## src/rtl/adder_pipe_if.sv

```systemverilog
// Operand/result handshake bundle for adder_pipe.
// The master side drives operand beats and consumes results; slave is the adder.
interface adder_pipe_if #(
  parameter int unsigned WIDTH = 8
);
  logic             in_valid;
  logic             in_ready;
  logic [WIDTH-1:0] a_in;
  logic [WIDTH-1:0] b_in;
  logic             sub_in;
  logic             out_valid;
  logic             out_ready;
  logic [WIDTH-1:0] sum_out;
  logic             carry_out;
  logic             ovf_out;
  logic             busy;

  modport master (
    output in_valid, a_in, b_in, sub_in, out_ready,
    input  in_ready, out_valid, sum_out, carry_out, ovf_out, busy
  );

  modport slave (
    input  in_valid, a_in, b_in, sub_in, out_ready,
    output in_ready, out_valid, sum_out, carry_out, ovf_out, busy
  );
endinterface

```

## src/rtl/adder_pipe.sv

```systemverilog
// Pipelined add/subtract with carry/borrow and signed-overflow flags.
// Valid/ready flow control; empty stages accept even while downstream stalls.
module adder_pipe #(
  parameter int unsigned WIDTH    = 8,
  parameter int unsigned STAGES   = 2,
  parameter int unsigned SAT_MODE = 0
) (
  input  logic        clk,
  input  logic        rst_n,
  adder_pipe_if.slave bus
);

  localparam int unsigned XW   = WIDTH + 1;
  localparam int unsigned LAST = STAGES - 1;

  typedef struct packed {
    logic [WIDTH-1:0] sum;
    logic             carry;
    logic             ovf;
  } res_t;

  logic [XW-1:0]     raw_c;
  logic              carry_c;
  logic              ovf_c;
  res_t              res0_c;
  logic [STAGES-1:0] v_q;
  logic [STAGES-1:0] adv_c;
  logic [STAGES:0]   ld_c;
  res_t              d_q [STAGES];

  // Result of the beat presented on the bus; captured by stage 0.
  always_comb begin : compute
    raw_c   = '0;
    carry_c = 1'b0;
    ovf_c   = 1'b0;
    res0_c  = '0;
    if (bus.sub_in) begin
      raw_c   = {1'b0, bus.a_in} + {1'b0, ~bus.b_in} + XW'(1);
      carry_c = ~raw_c[WIDTH];
      ovf_c   = (bus.a_in[WIDTH-1] != bus.b_in[WIDTH-1]) &&
                (raw_c[WIDTH-1] != bus.a_in[WIDTH-1]);
    end else begin
      raw_c   = {1'b0, bus.a_in} + {1'b0, bus.b_in};
      carry_c = raw_c[WIDTH];
      ovf_c   = (bus.a_in[WIDTH-1] == bus.b_in[WIDTH-1]) &&
                (raw_c[WIDTH-1] != bus.a_in[WIDTH-1]);
    end
    res0_c.sum   = raw_c[WIDTH-1:0];
    res0_c.carry = carry_c;
    res0_c.ovf   = ovf_c;
    // Saturation clamps the value only; flags still report the raw event.
    if ((SAT_MODE != 0) && carry_c) begin
      res0_c.sum = bus.sub_in ? '0 : '1;
    end
  end

  // Load chain from the consumer back to the input; ld_c[STAGES] is the consumer.
  always_comb begin : handshake
    adv_c          = '0;
    ld_c           = '0;
    ld_c[STAGES]   = bus.out_ready;
    for (int k = int'(LAST); k >= 0; k--) begin
      adv_c[k] = v_q[k] && ld_c[k+1];
      ld_c[k]  = !v_q[k] || adv_c[k];
    end
  end

  always_ff @(posedge clk or negedge rst_n) begin : stages
    if (!rst_n) begin
      v_q <= '0;
      for (int k = 0; k < int'(STAGES); k++) begin
        d_q[k] <= '0;
      end
    end else begin
      if (ld_c[0]) begin
        v_q[0] <= bus.in_valid;
        if (bus.in_valid) begin
          d_q[0] <= res0_c;
        end
      end
      for (int k = 1; k < int'(STAGES); k++) begin
        if (ld_c[k]) begin
          v_q[k] <= v_q[k-1];
          if (v_q[k-1]) begin
            d_q[k] <= d_q[k-1];
          end
        end
      end
    end
  end

  assign bus.in_ready  = ld_c[0];
  assign bus.out_valid = v_q[LAST];
  assign bus.sum_out   = d_q[LAST].sum;
  assign bus.carry_out = d_q[LAST].carry;
  assign bus.ovf_out   = d_q[LAST].ovf;
  assign bus.busy      = |v_q;

endmodule

```

## src/flat_wrapper.sv

```systemverilog
// flat-port wrapper written by rule: the top's interface ports become plain ports
module adder_pipe_flat 
#(
  parameter int unsigned WIDTH    = 8,
  parameter int unsigned STAGES   = 2,
  parameter int unsigned SAT_MODE = 0
)
  (clk, rst_n, bus_in_valid, bus_a_in, bus_b_in, bus_sub_in, bus_out_ready, bus_in_ready, bus_out_valid, bus_sum_out, bus_carry_out, bus_ovf_out, bus_busy);
  adder_pipe_if #(.WIDTH(WIDTH)) bus_i ();
  input  logic clk;
  input  logic rst_n;
  input wire logic [$bits(bus_i.in_valid)-1:0] bus_in_valid;
  input wire logic [$bits(bus_i.a_in)-1:0] bus_a_in;
  input wire logic [$bits(bus_i.b_in)-1:0] bus_b_in;
  input wire logic [$bits(bus_i.sub_in)-1:0] bus_sub_in;
  input wire logic [$bits(bus_i.out_ready)-1:0] bus_out_ready;
  output wire logic [$bits(bus_i.in_ready)-1:0] bus_in_ready;
  output wire logic [$bits(bus_i.out_valid)-1:0] bus_out_valid;
  output wire logic [$bits(bus_i.sum_out)-1:0] bus_sum_out;
  output wire logic [$bits(bus_i.carry_out)-1:0] bus_carry_out;
  output wire logic [$bits(bus_i.ovf_out)-1:0] bus_ovf_out;
  output wire logic [$bits(bus_i.busy)-1:0] bus_busy;
  assign bus_i.in_valid = bus_in_valid;
  assign bus_i.a_in = bus_a_in;
  assign bus_i.b_in = bus_b_in;
  assign bus_i.sub_in = bus_sub_in;
  assign bus_i.out_ready = bus_out_ready;
  assign bus_in_ready = bus_i.in_ready;
  assign bus_out_valid = bus_i.out_valid;
  assign bus_sum_out = bus_i.sum_out;
  assign bus_carry_out = bus_i.carry_out;
  assign bus_ovf_out = bus_i.ovf_out;
  assign bus_busy = bus_i.busy;
  adder_pipe #(.WIDTH(WIDTH), .STAGES(STAGES), .SAT_MODE(SAT_MODE)) u_core (.clk(clk), .rst_n(rst_n), .bus(bus_i));
endmodule
```

## config.mk

```make
export PLATFORM = sky130hd
export DESIGN_NAME = adder_pipe_flat
export DESIGN_NICKNAME = d
export VERILOG_FILES = /design/src/rtl/adder_pipe_if.sv /design/src/rtl/adder_pipe.sv /design/src/flat_wrapper.sv
export SDC_FILE = /design/constraint.sdc
export NUM_CORES = 1
export LEC_CHECK = 0
export ABC_CLOCK_PERIOD_IN_PS = 1600
export BUFFER_PORTS_ARGS = -buffer_cell sky130_fd_sc_hd__buf_4
export CAP_MARGIN = 40
export CORE_ASPECT_RATIO = 2
export CORE_MARGIN = 2
export CORE_UTILIZATION = 54
export DETAILED_ROUTE_END_ITERATION = 12
export GPL_TIMING_DRIVEN = 0
export PLACE_DENSITY = 0.78
export SETUP_SLACK_MARGIN = 0.4
export SLEW_MARGIN = 20
export SYNTH_ARGS = -nofsm -noshare
export SYNTH_HDL_FRONTEND = slang
export SYNTH_SLANG_ARGS = --single-unit
```

## constraint.sdc

```tcl
create_clock -name clk -period 1.6 [get_ports clk]
set_clock_uncertainty 0.05 [all_clocks]
set_input_delay 0.16 -clock clk [delete_from_list [all_inputs] [get_ports clk]]
set_output_delay 0.16 -clock clk [all_outputs]
set_load 0.01 [all_outputs]
```

; Word level (Yosys, flattened, before mapping)
; Cells that the tools add are included.
[op_classes]
n_addsub = 3
eq_ne = 4
muxes = 3
bitwise = 2
n_reduce_logical = 11
[op_table]
columns = cell, n
row1 = 8-bit by 8-bit adder with 9-bit output, 2
row2 = 9-bit by 1-bit adder with 9-bit output (second input constant), 1
row3 = 8-bit 2-to-1 mux, 1
row4 = 8-bit inverter, 1
row5 = 1-bit logical AND, 4
row6 = 2-bit AND reduction, 2
row7 = 1-bit != test, 3
row8 = 1-bit zero test, 2
row9 = 1-bit logical OR, 2
row10 = 1-bit 2-to-1 mux, 2
row11 = 2-bit OR reduction, 1
row12 = 1-bit == test, 1
row13 = 1-bit inverter, 1
[totals]
regBits = 22
input_bits = 21
out_inout_bits = 13
word_cells = 31

; Longest topological paths before layout
; Gate-level depths: netlist (run 1).
[logic_depth]
ltp_word = 6
mapped_depth = 10
depth_no_buf = 10

; Worst setup path before layout (run 1)
; Ideal clock, no wire load.
[synth_path]
path_type = input -> register
from = in bus_b_in[0]
to = reg u_core.d_q[18] in the netlist's numbering
setup_ns = 0.130
arrival_time_ns = 1.758
required_ns = 1.420
setup_slack_ns = -0.338
path_stages = 9
path_buffers = 0
path_cell_list = ha_1 > inv_1 > fa_1 > or2_1 > a221oi_2 > o21bai_1 > a311oi_1 > xor2_1 > o21ai_1
[synth_between]
elab_chain_cells = 4
elab_cells_between_ends = 5
cone_classes = add/sub (3) / mux (1) / bitwise (1)
[synth_rtl]
columns = element, line
row1 = "start, declared", flat_wrapper.sv:14  ; input wire logic [$bits(bus_i.b_in)-1:0] bus_b_in;
row2 = 8-bit inverter, adder_pipe.sv:38  ; raw_c = {1'b0, bus.a_in} + {1'b0, ~bus.b_in} + XW'(1);
row3 = 8-bit by 8-bit adder with 9-bit output, adder_pipe.sv:38
row4 = 9-bit by 1-bit adder with 9-bit output, adder_pipe.sv:38
row5 = 8-bit 2-to-1 mux (*), adder_pipe.sv:37  ; if (bus.sub_in) begin
row6 = "end signal, assigned by index", adder_pipe.sv:85  ; d_q[k] <= d_q[k-1];
row7 = "end, declared", adder_pipe.sv:29  ; res_t d_q [STAGES];
; Every way passes the cells marked *; elsewhere a longest branch is shown, timed or not.
; A chain may end at the register's enable or synchronous reset.

; Worst setup path after layout (run 1)
; Ends and elaborated chain as after synthesis.

==> results.md, run 1 <==
- Synth cell types: 37
- I/O pins: 34
- Net Switching: 0.731 mW
- Largest net degree at the start of global routing: 23
- Most frequent cells in the layout: buf_4, dfrtp_1, buf_6
- CTS H-Tree Depth: 1
- YS warnings: 0
- Slowest stage delay, CP: 0.34 ns
- CP Buf/Inv Count: 2
- DR DRC count: 0
- Total die area: 3450 um2
- Setup TNS: -0.528 ns
- Worst setup margin: -0.312 ns
- Vias: 1538
- Critical Path Source Type: input port
- Routed WL: 4980 um
- GR Util met1: 22.5%
- Final hold slack: 0.0582 ns
- Most common cell after layout, fill and taps aside: buf_4
- Syn nets: 210
- Root buf cell: clkbuf_8
- Antenna violations before repair: 0
- Worst slew margin: 62.6%
- Clock sinks: 22
- Sequential share of the synthesized area: 34.3%
- Clock latency on the worst-skew pair: 0.25 ns
- Crit. End Element: flop
- Most Crowded Layer GR: met2
- Synthesized area: 1600 um2
- Crit path max fanout: 2
- Num CTS Buffers: 3
- Main flop type after synthesis: dfrtp_1
- Initial drt markers: 62
- Switching share of total power: 32.8%
- Met3 usage: 2.44%
- Bufs on Longest Clock Path: 2
- Vias in the first global route: 1508
- Crit path kind: in -> reg
- Max Fclk: 0.523 GHz
- EDFF count, synth: 0
- CP Cell Sequence: buf_8 -> ha_4 -> inv_2 -> fa_2 -> or2_4 -> a221oi_4 -> o21bai_4 -> a311oi_2 -> xor2_1 -> o21ai_1
- Area grow syn2layout: 62.5%
- Vias per Instance: 5.83
- Setup violators final: 2
- WL/cell: 18.9 um
- First-pass GRT wire length: 6440 um
- # port buffers: 33
- Core Area: 2910 um2
- Slowest stage cell on the critical path: fa_2
- Crit share post-route: 119%
- Row cnt: 28
- Ys async rst share: 100%
- Total congestion overflow: 0
- CP top delay family: compound AO/OA/AOI/OAI gates
- Starting Density: 55.1%
- Max-cap violations: 0
- Final Hold Vio Count: 0
- Critical Path RT: 1.70 ns
- VDD IR max: 0.000615 V
- GRT Total Usage: 24.5%
- Total power: 2.23 mW
- Register bit total from synthesis: 22
- DRT Pass-1 Iters: 4
- Ant diodes: 0
- Mapped Cells: 171
- Sequential power share: 36.0%
- Leak: 1.22 nW
- Power density cells: 856 nW/um2
- Max-slew violation count: 0
- Clock slew at reported path FFs: 0.07 ns
- Hold Crit Class: in -> reg
- Min Tclk post-route: 1.91 ns
- Syn_area_per_cell: 9.37 um2
- Final net count: 275
- Met2 Use GR: 51.4%
- Share of cells above drive strength 1: 57.7%
- Worst Path Arrival: 2.01 ns
- CTS tree: built
- Die width: 42.5 um
- Antenna Nets Post-Route: 0
- Placed cell count: 234
- RSZ-0062 raised after global routing: true
- Hpwl dp: 2710 um
- Internal power: 1.50 mW
- Clock power frac: 14.7%
- RD Place Congestion: 0.931
- Status: finished with violations
- DIE HEIGHT: 81.0 um
- Worst Tran Pin Value: 0.561 ns
- Comb pwr share: 49.3%
- Non-filler cells, final: 264
- Failing checks: negative setup slack
-- final timing paths --
path                                start             end  slack (ns)  cells past startpoint
max reg2reg                 u_core.v_q[1]  u_core.d_q[10]        0.01                      5
max                           bus_b_in[0]  u_core.d_q[18]       -0.31                     10
min reg2reg                u_core.d_q[11]  u_core.d_q[11]        0.44                      2
min                          bus_in_valid   u_core.v_q[0]        0.06                      2
min in group asynchronous           rst_n  u_core.d_q[12]        0.29                      2
max in group asynchronous           rst_n   u_core.v_q[1]        0.98                      2
-- power groups by stage --
| stage | Combinational, mW | Clock, mW | Sequential [mW] |
|---|---|---|---|
| after global placement | 0.719 | 0 | 0.767 |
| after detailed placement | 0.745 | 0 | 0.782 |
| after global routing | 1.17 | 0.353 | 0.812 |
| after CTS | 0.882 | 0.328 | 0.777 |
| final | 1.10 | 0.327 | 0.802 |
| after floorplan | 0.481 | 0 | 0.765 |
-- sequential cells by signal (all words and copies together) (netlist names) --
signal                cells
u_core.v_q                2
u_core.bus.carry_out      1
u_core.bus.ovf_out        1
u_core.bus.sum_out        8
u_core.d_q               10
-- layout make-up --
type / instances / area [um2]
inverter: 18 / 77.6
tap: 30 / 37.5
clock buffer: 3 / 41.3
multi-input combinational: 121 / 1260
fill: 122 / 304
timing repair buffer: 59 / 523
buffer: 11 / 114
sequential: 22 / 552
-- metal layers --
metal	up-vias	routed length (um)
li1	717	-
met1	755	1720
met2	52	2960
met3	14	147
met4	0	161
met5	-	0
-- synth_stat cells, types with 2 or more instances --
| cell type | count | share of area, % |
|---|---|---|
| a311oi_1 | 2 | 1.1 |
| nor4b_1 | 2 | 1.1 |
| ha_1 | 16 | 12 |
| xor2_1 | 3 | 1.6 |
| nand3b_1 | 3 | 1.4 |
| a21oi_1 | 7 | 2.2 |
| o21ai_0 | 14 | 4.4 |
| o21ai_1 | 2 | 0.62 |
| mux2_2 | 10 | 7.0 |
| a211oi_1 | 3 | 1.4 |
| nand2b_1 | 4 | 1.6 |
| mux2i_1 | 3 | 1.9 |
| nor2_1 | 9 | 2.1 |
| nor2b_1 | 2 | 0.78 |
| or4_1 | 2 | 0.94 |
| inv_1 | 18 | 4.2 |
| nor3_1 | 4 | 1.2 |
| fa_1 | 2 | 2.5 |
| buf_4 | 8 | 3.7 |
| xnor2_1 | 3 | 1.6 |
| clkbuf_1 | 3 | 0.70 |
| dfrtp_1 | 22 | 34 |
| nand2_1 | 15 | 3.5 |
-- cell families (layout without fill, tap and decap cells) --
family | Yosys count | after routing | share of synthesized area, %
XOR/XNOR | 6 | 6 | 3.28
AND/OR/NAND/NOR | 44 | 45 | 13.9
buffers and inverters | 29 | 91 | 8.66
adder cells (fa/ha/maj) | 18 | 18 | 15.0
flip-flops | 22 | 22 | 34.3
multiplexers | 13 | 13 | 8.90
AO/OA/AOI/OAI | 39 | 39 | 15.9
-- metrics by stage --
stage	utilization, %	worst slack (ns)	instance area, um2
global placement	67.1	-0.526	1950
global route	89.5	-0.369	2600
floorplan	-	-0.277	1670
CTS	79.3	-0.198	2310
finish	89.5	-0.312	2600
detailed placement	67.1	-0.565	1950
-- timing repair --
item                       CTS  global route
hold buffers                 1             0
cloned                       1             1
hold endpoints to repair    22             0
pin swaps                   25            30
gates resized for setup     55            48
setup endpoints to repair   21            23
setup buffers               12            12
(Power assumes the default switching activity.)
==> run 2, diff against run 1 <==
--- a/config.mk
+++ b/config.mk
@@ -15,4 +15,5 @@
 export GPL_TIMING_DRIVEN = 0
 export PLACE_DENSITY = 0.78
+export REMOVE_ABC_BUFFERS = 1
 export SETUP_SLACK_MARGIN = 0.4
 export SLEW_MARGIN = 20
==> constraint.sdc (replaced) <==
create_clock -name clk -period 1.6 [get_ports clk]
set_clock_uncertainty 0.05 [all_clocks]
set_input_delay 0.4 -clock clk [delete_from_list [all_inputs] [get_ports clk]]
set_output_delay 0.4 -clock clk [all_outputs]
set_load 0.01 [all_outputs]
==> run 2 against run 1 <==
Net effect: the run still ends with negative setup slack left; combinational power is 14% lower; maximum frequency is 13% lower; sequential share of layout area is 2.6 points higher; cell area is 11% lower; total power is 3.0% lower; clock-buffer cell count is 1 higher; critical path depth stayed put; worst hold slack better by 0.32 ns; critical path type unchanged; highest routed layer unchanged.
==> results.md, run 2 (synthesis results as in run 1) <==
- Ant diodes: 0
- Bufs on Longest Clock Path: 2
- Most frequent cells in the layout: buf_4, dfrtp_1, buf_6
- Worst slew margin: 76.0%
- Core Area: 2910 um2
- Largest net degree at the start of global routing: 23
- Final cell area excluding filler cells: 2320 um2
- Hpwl dp: 2580 um
- Failing checks: negative setup slack
- Area grow syn2layout: 44.6%
- Min Tclk post-route: 2.20 ns
- Row cnt: 28
- # fillers: 173
- RSZ-0062 raised after global routing: true
- Most common cell after layout, fill and taps aside: buf_4
- Core Util, Final: 79.7%
- DIE HEIGHT: 81.0 um
- CP Buf/Inv Count: 2
- RD Place Congestion: 0.819
- Die width: 42.5 um
- DRT Pass-1 Iters: 4
- Leak: 1.09 nW
- Max-cap violations: 0
- Max-slew violation count: 0
- Antenna violations before repair: 0
- Final net count: 254
- Total die area: 3450 um2
- Hold Crit Class: in -> reg
- Met2 Use GR: 49.4%
- DR DRC count: 0
- Crit. End Element: flop
- Crit path max fanout: 2
- Routed WL: 4690 um
- Slowest stage delay, CP: 0.35 ns
- Met3 usage: 1.56%
- Most Crowded Layer GR: met2
- Final Hold Vio Count: 0
- Initial drt markers: 29
- Worst Path Arrival: 2.30 ns
- Critical Path Source Type: input port
- Largest Register: u_core.d_q
- Num CTS Buffers: 3
- Vias: 1448
- Worst setup margin: -0.597 ns
- Max reg flops: 10
- Root buf cell: clkbuf_8
- Non-filler cells, final: 244
- Slowest stage cell on the critical path: a221oi_2
- Status: finished with violations
- Vias per Instance: 5.93
- Share of cells above drive strength 1: 46.7%
- # port buffers: 33
- Critical Path RT: 1.70 ns
- Power density cells: 933 nW/um2
- Antenna Nets Post-Route: 0
- Clock slew at reported path FFs: 0.08 ns
- Crit path kind: in -> reg
- Setup violators final: 9
- First-pass GRT wire length: 5960 um
- GRT Total Usage: 22.6%
- WL/cell: 19.2 um
- I/O pins: 34
- VDD IR max: 0.000454 V
- CTS tree: built
- GR Util met1: 20.5%
- Clock latency on the worst-skew pair: 0.27 ns
- Placed cell count: 223
- Vias in the first global route: 1393
- Clock sinks: 22
- CP Cell Sequence: buf_8 -> ha_4 -> inv_2 -> fa_2 -> or2_1 -> a221oi_2 -> o21bai_2 -> a311oi_2 -> xor2_1 -> o21ai_1
- Crit share post-route: 137%
- Pre-CTS setup slack: -0.907 ns
- Worst Tran Pin Value: 0.358 ns
- CP top delay family: compound AO/OA/AOI/OAI gates
- Starting Density: 55.1%
- Max Fclk: 0.455 GHz
- Area after DPL: 1820 um2
- Total congestion overflow: 0
- CTS H-Tree Depth: 1
## run 2: changes by cell type in the layout (fill, tap and decap cells not counted), sizes merged
| cell | previous run | this run |
|---|---|---|
| buf | 65 | 48 |
| clkbuf | 7 | 4 |
## run 2: power by group
| part | internal [mW] | total (mW) | switching [mW] |
|---|---|---|---|
| Clock | 0.220 | 0.407 | 0.187 |
| Sequential | 0.696 | 0.806 | 0.110 |
| Combinational | 0.536 | 0.949 | 0.412 |
| Total | 1.45 | 2.16 | 0.709 |
## run 2: routing by layer
metal / wire length, um / share of wire, % / vias to the layer above
met2: 2880 / 61 / 47
met3: 119 / 2.5 / 13
met4: 148 / 3.2 / 0
met1: 1540 / 33 / 720
met5: 0 / 0 / -
li1: - / - / 668
## run 2: final cells by class
type | instances | area (um2) | area share [%]
flip-flops and latches | 22 | 551 | 23.8
repair buffers | 49 | 449 | 19.4
multi-input cells | 121 | 1150 | 49.8
clock buffers | 4 | 55.1 | 2.38
inverters | 18 | 70.1 | 3.02
well taps | 30 | 37.5 | 1.62
## run 2: final timing paths
path                            slack [ns]                     to            from  cells past startpoint
worst max register to register       -0.03         u_core.d_q[10]   u_core.v_q[1]                      5
worst min register to register        0.45         u_core.d_q[11]  u_core.d_q[11]                      2
worst max-delay path                 -0.60         u_core.d_q[18]     bus_a_in[0]                     10
worst min-delay path                  0.38          u_core.v_q[0]    bus_in_valid                      2
max in group asynchronous             0.78   u_core.bus.carry_out           rst_n                      2
min in group asynchronous             0.50  u_core.bus.sum_out[1]           rst_n                      2
## run 2: repair_timing
action	in CTS	in global routing
gates resized for setup	51	31
setup buffers	6	9
hold buffers	1	0
pin swaps	15	21
setup endpoints to repair	33	33
gates cloned	1	0
hold endpoints to repair	22	0
## run 2: metrics by stage
step	hold slack (ns)	TNS [ns]	total power, mW
2_1_floorplan	0.0544	-2.25	1.13
4_1_cts	0.312	-1.73	1.95
5_1_grt	0.383	-2.50	2.26
3_3_place_gp	0.240	-4.30	1.37
6_report	0.378	-1.85	2.16
3_5_place_dp	0.246	-4.69	1.41
## run 2: worst register-to-register path, delay by kind of cell, from the launching register on
kind               cells  cell delay [ns]
AOI/OAI and AO/OA      1             0.12
DFF                    1             0.41
muxes                  1             0.15
and+or+nand+nor        3             0.85
==> run 3, diff against run 2 <==
ABC_CLOCK_PERIOD_IN_PS = 1850   (was 1600)
CORE_UTILIZATION = 49   (was 54)
PLACE_DENSITY = 0.75   (was 0.78)
SLEW_MARGIN = unset   (was 20)
clock period = 1.85 ns   (was 1.6 ns; I/O delays follow)
==> run 3 against run 2 <==
Net effect: the flow still finishes with violations (negative setup slack); total power down 24%; register-to-register slack better by 0.21 ns; global-route usage down 2.7 points; first-iteration DRC count down 17%; sequential power down 18%; worst hold slack worse by 0.35 ns; setup slack better by 0.34 ns; final cell count down 3.7%; non-clock buffer count down 9; critical path type unchanged.
==> results.md, run 3 (synthesis results as in run 1) <==
- Area after DPL: 1820 um2
- Core Area: 3160 um2
- Root buf cell: clkbuf_8
- First-pass GRT wire length: 5840 um
- Initial drt markers: 24
- Area of the multi-input gates: 1100 um2
- DIE HEIGHT: 84.9 um
- Total congestion overflow: 0
- Largest Register: u_core.d_q
- DRT Pass-1 Iters: 4
- # port buffers: 33
- CTS H-Tree Depth: 1
- GRT Total Usage: 19.9%
- Vias per Instance: 5.73
- Hold Crit Class: in -> async
- Hpwl dp: 2560 um
- Antenna Nets Post-Route: 0
- Sequential power share: 40.3%
- Worst Path Arrival: 2.20 ns
- Most frequent cells in the layout: buf_4, dfrtp_1, inv_1
- Total power: 1.64 mW
- Placed cell count: 224
- Power density cells: 768 nW/um2
- Clock power frac: 20.2%
- Met3 WL: 145 um
- Crit. End Element: flop
- Share of cells above drive strength 1: 44.6%
- Final cell area excluding filler cells: 2140 um2
- Min Tclk post-route: 2.11 ns
- Clock slew at reported path FFs: 0.07 ns
- Worst Tran Pin Value: 0.354 ns
- Internal power: 1.13 mW
- Bufs on Longest Clock Path: 2
- Core Util, Final: 67.9%
- Met2 Wirelength: 2100 um
- Vias: 1347
- Comb pwr share: 39.5%
- Final net count: 244
- # fillers: 245
- Starting Density: 50.8%
- Status: finished with violations
- Max reg flops: 10
- Row cnt: 29
- Worst setup margin: -0.262 ns
- Crit path kind: in -> reg
- Crit path max fanout: 2
- Area grow syn2layout: 33.6%
- Antenna violations before repair: 0
- Critical Path Source Type: input port
- Num CTS Buffers: 3
- Failing checks: negative setup slack
- Setup violators final: 4
- Vias in the first global route: 1430
- I/O pins: 34
- Total die area: 3770 um2
- CTS tree: built
- Switching share of total power: 31.1%
- Crit share post-route: 114%
- Largest net degree at the start of global routing: 23
- RSZ-0062 raised after global routing: true
- Net Switching: 0.511 mW
- VDD IR max: 0.000521 V
- Most common cell after layout, fill and taps aside: buf_4
- Clock latency on the worst-skew pair: 0.26 ns
- Worst slew margin: 76.3%
- WL/cell: 15.5 um
- Ant diodes: 0
- Die width: 44.4 um
- Max-slew violation count: 0
- Clock sinks: 22
- Metal-1 WL: 1290 um
- Leak: 0.982 nW
- Hold-fix buffers at CTS: 0
- Max Fclk: 0.474 GHz
- Final Hold Vio Count: 0
- Max-cap violations: 0
- DR DRC count: 0
- Highest routed layer: met4
- RD Place Congestion: 0.972
- Critical Path RT: 1.94 ns
- Routed WL: 3640 um
- Non-filler cells, final: 235
- Sequential Area: 551 um2
==> run 3: cell types whose count changed in the layout (fill, tap and decap cells not counted), moves of 2 or more <==
| cell | before | now |
|---|---|---|
| nand2_8 | 2 | 0 |
| mux2_2 | 0 | 10 |
| mux2_4 | 10 | 0 |
| buf_4 | 28 | 33 |
| buf_6 | 19 | 6 |
| o21ai_1 | 6 | 4 |
==> run 3: repair_timing <==
action                                 4_1_cts  5_1_grt
setup endpoints to repair                   11       12
pin swaps                                   15       17
endpoints found under the hold margin        0        0
buffers inserted                             4        3
gates resized for setup                     35       19
==> run 3: metrics by stage <==
stage	setup slack, ns	TNS (ns)	hold WS, ns
finish	-0.262	-0.598	0.0230
global route	-0.341	-0.880	0.0368
CTS	-0.359	-0.714	0.0302
detailed placement	-0.690	-3.14	0.310
global placement	-0.654	-2.72	0.303
floorplan	-0.399	-1.13	0.117
==> run 3: area by class of cell <==
cell class | instances | area share (%)
inverter | 18 | 3.27
clock buffer | 4 | 2.57
sequential | 22 | 25.7
multi-input combinational | 120 | 51.2
timing repair buffer | 40 | 15.4
tap | 31 | 1.81
==> run 3: critical path, stage by stage <==
cell and delay [ns]:
buf_8 0.08, ha_4 0.13, inv_2 0.03, fa_2 0.33, or2_4 0.25, a221oi_4 0.25
o21bai_2 0.12, a311oi_2 0.30, xor2_1 0.18, o21ai_1 0.07
==> run 3: worst paths after layout <==
path	start	endpoint	slack [ns]	cells after the start
min in group clk	bus_in_valid	u_core.v_q[0]	0.39	2
worst min register to register	u_core.d_q[14]	u_core.d_q[14]	0.43	2
worst min-delay path	rst_n	u_core.d_q[12]	0.02	1
worst max-delay path	bus_a_in[0]	u_core.d_q[18]	-0.26	10
max in group asynchronous	rst_n	u_core.d_q[15]	1.51	1
worst max register to register	u_core.v_q[0]	u_core.d_q[10]	0.18	5
==> run 3: power groups by stage <==
stage | Sequential (mW) | Clock, mW | Combinational, mW
3_3_place_gp | 0.665 | 0 | 0.517
5_1_grt | 0.680 | 0.356 | 0.712
4_1_cts | 0.664 | 0.341 | 0.598
2_1_floorplan | 0.696 | 0 | 0.279
3_5_place_dp | 0.674 | 0 | 0.541
6_report | 0.663 | 0.332 | 0.650
==> run 3: layer usage <==
layer  track usage (%)  vias to the layer above
met2              37.2                       44
met4              9.92                        0
met3              2.13                       12
li1                  -                      646
met1              20.4                      645
met5                 0                        -
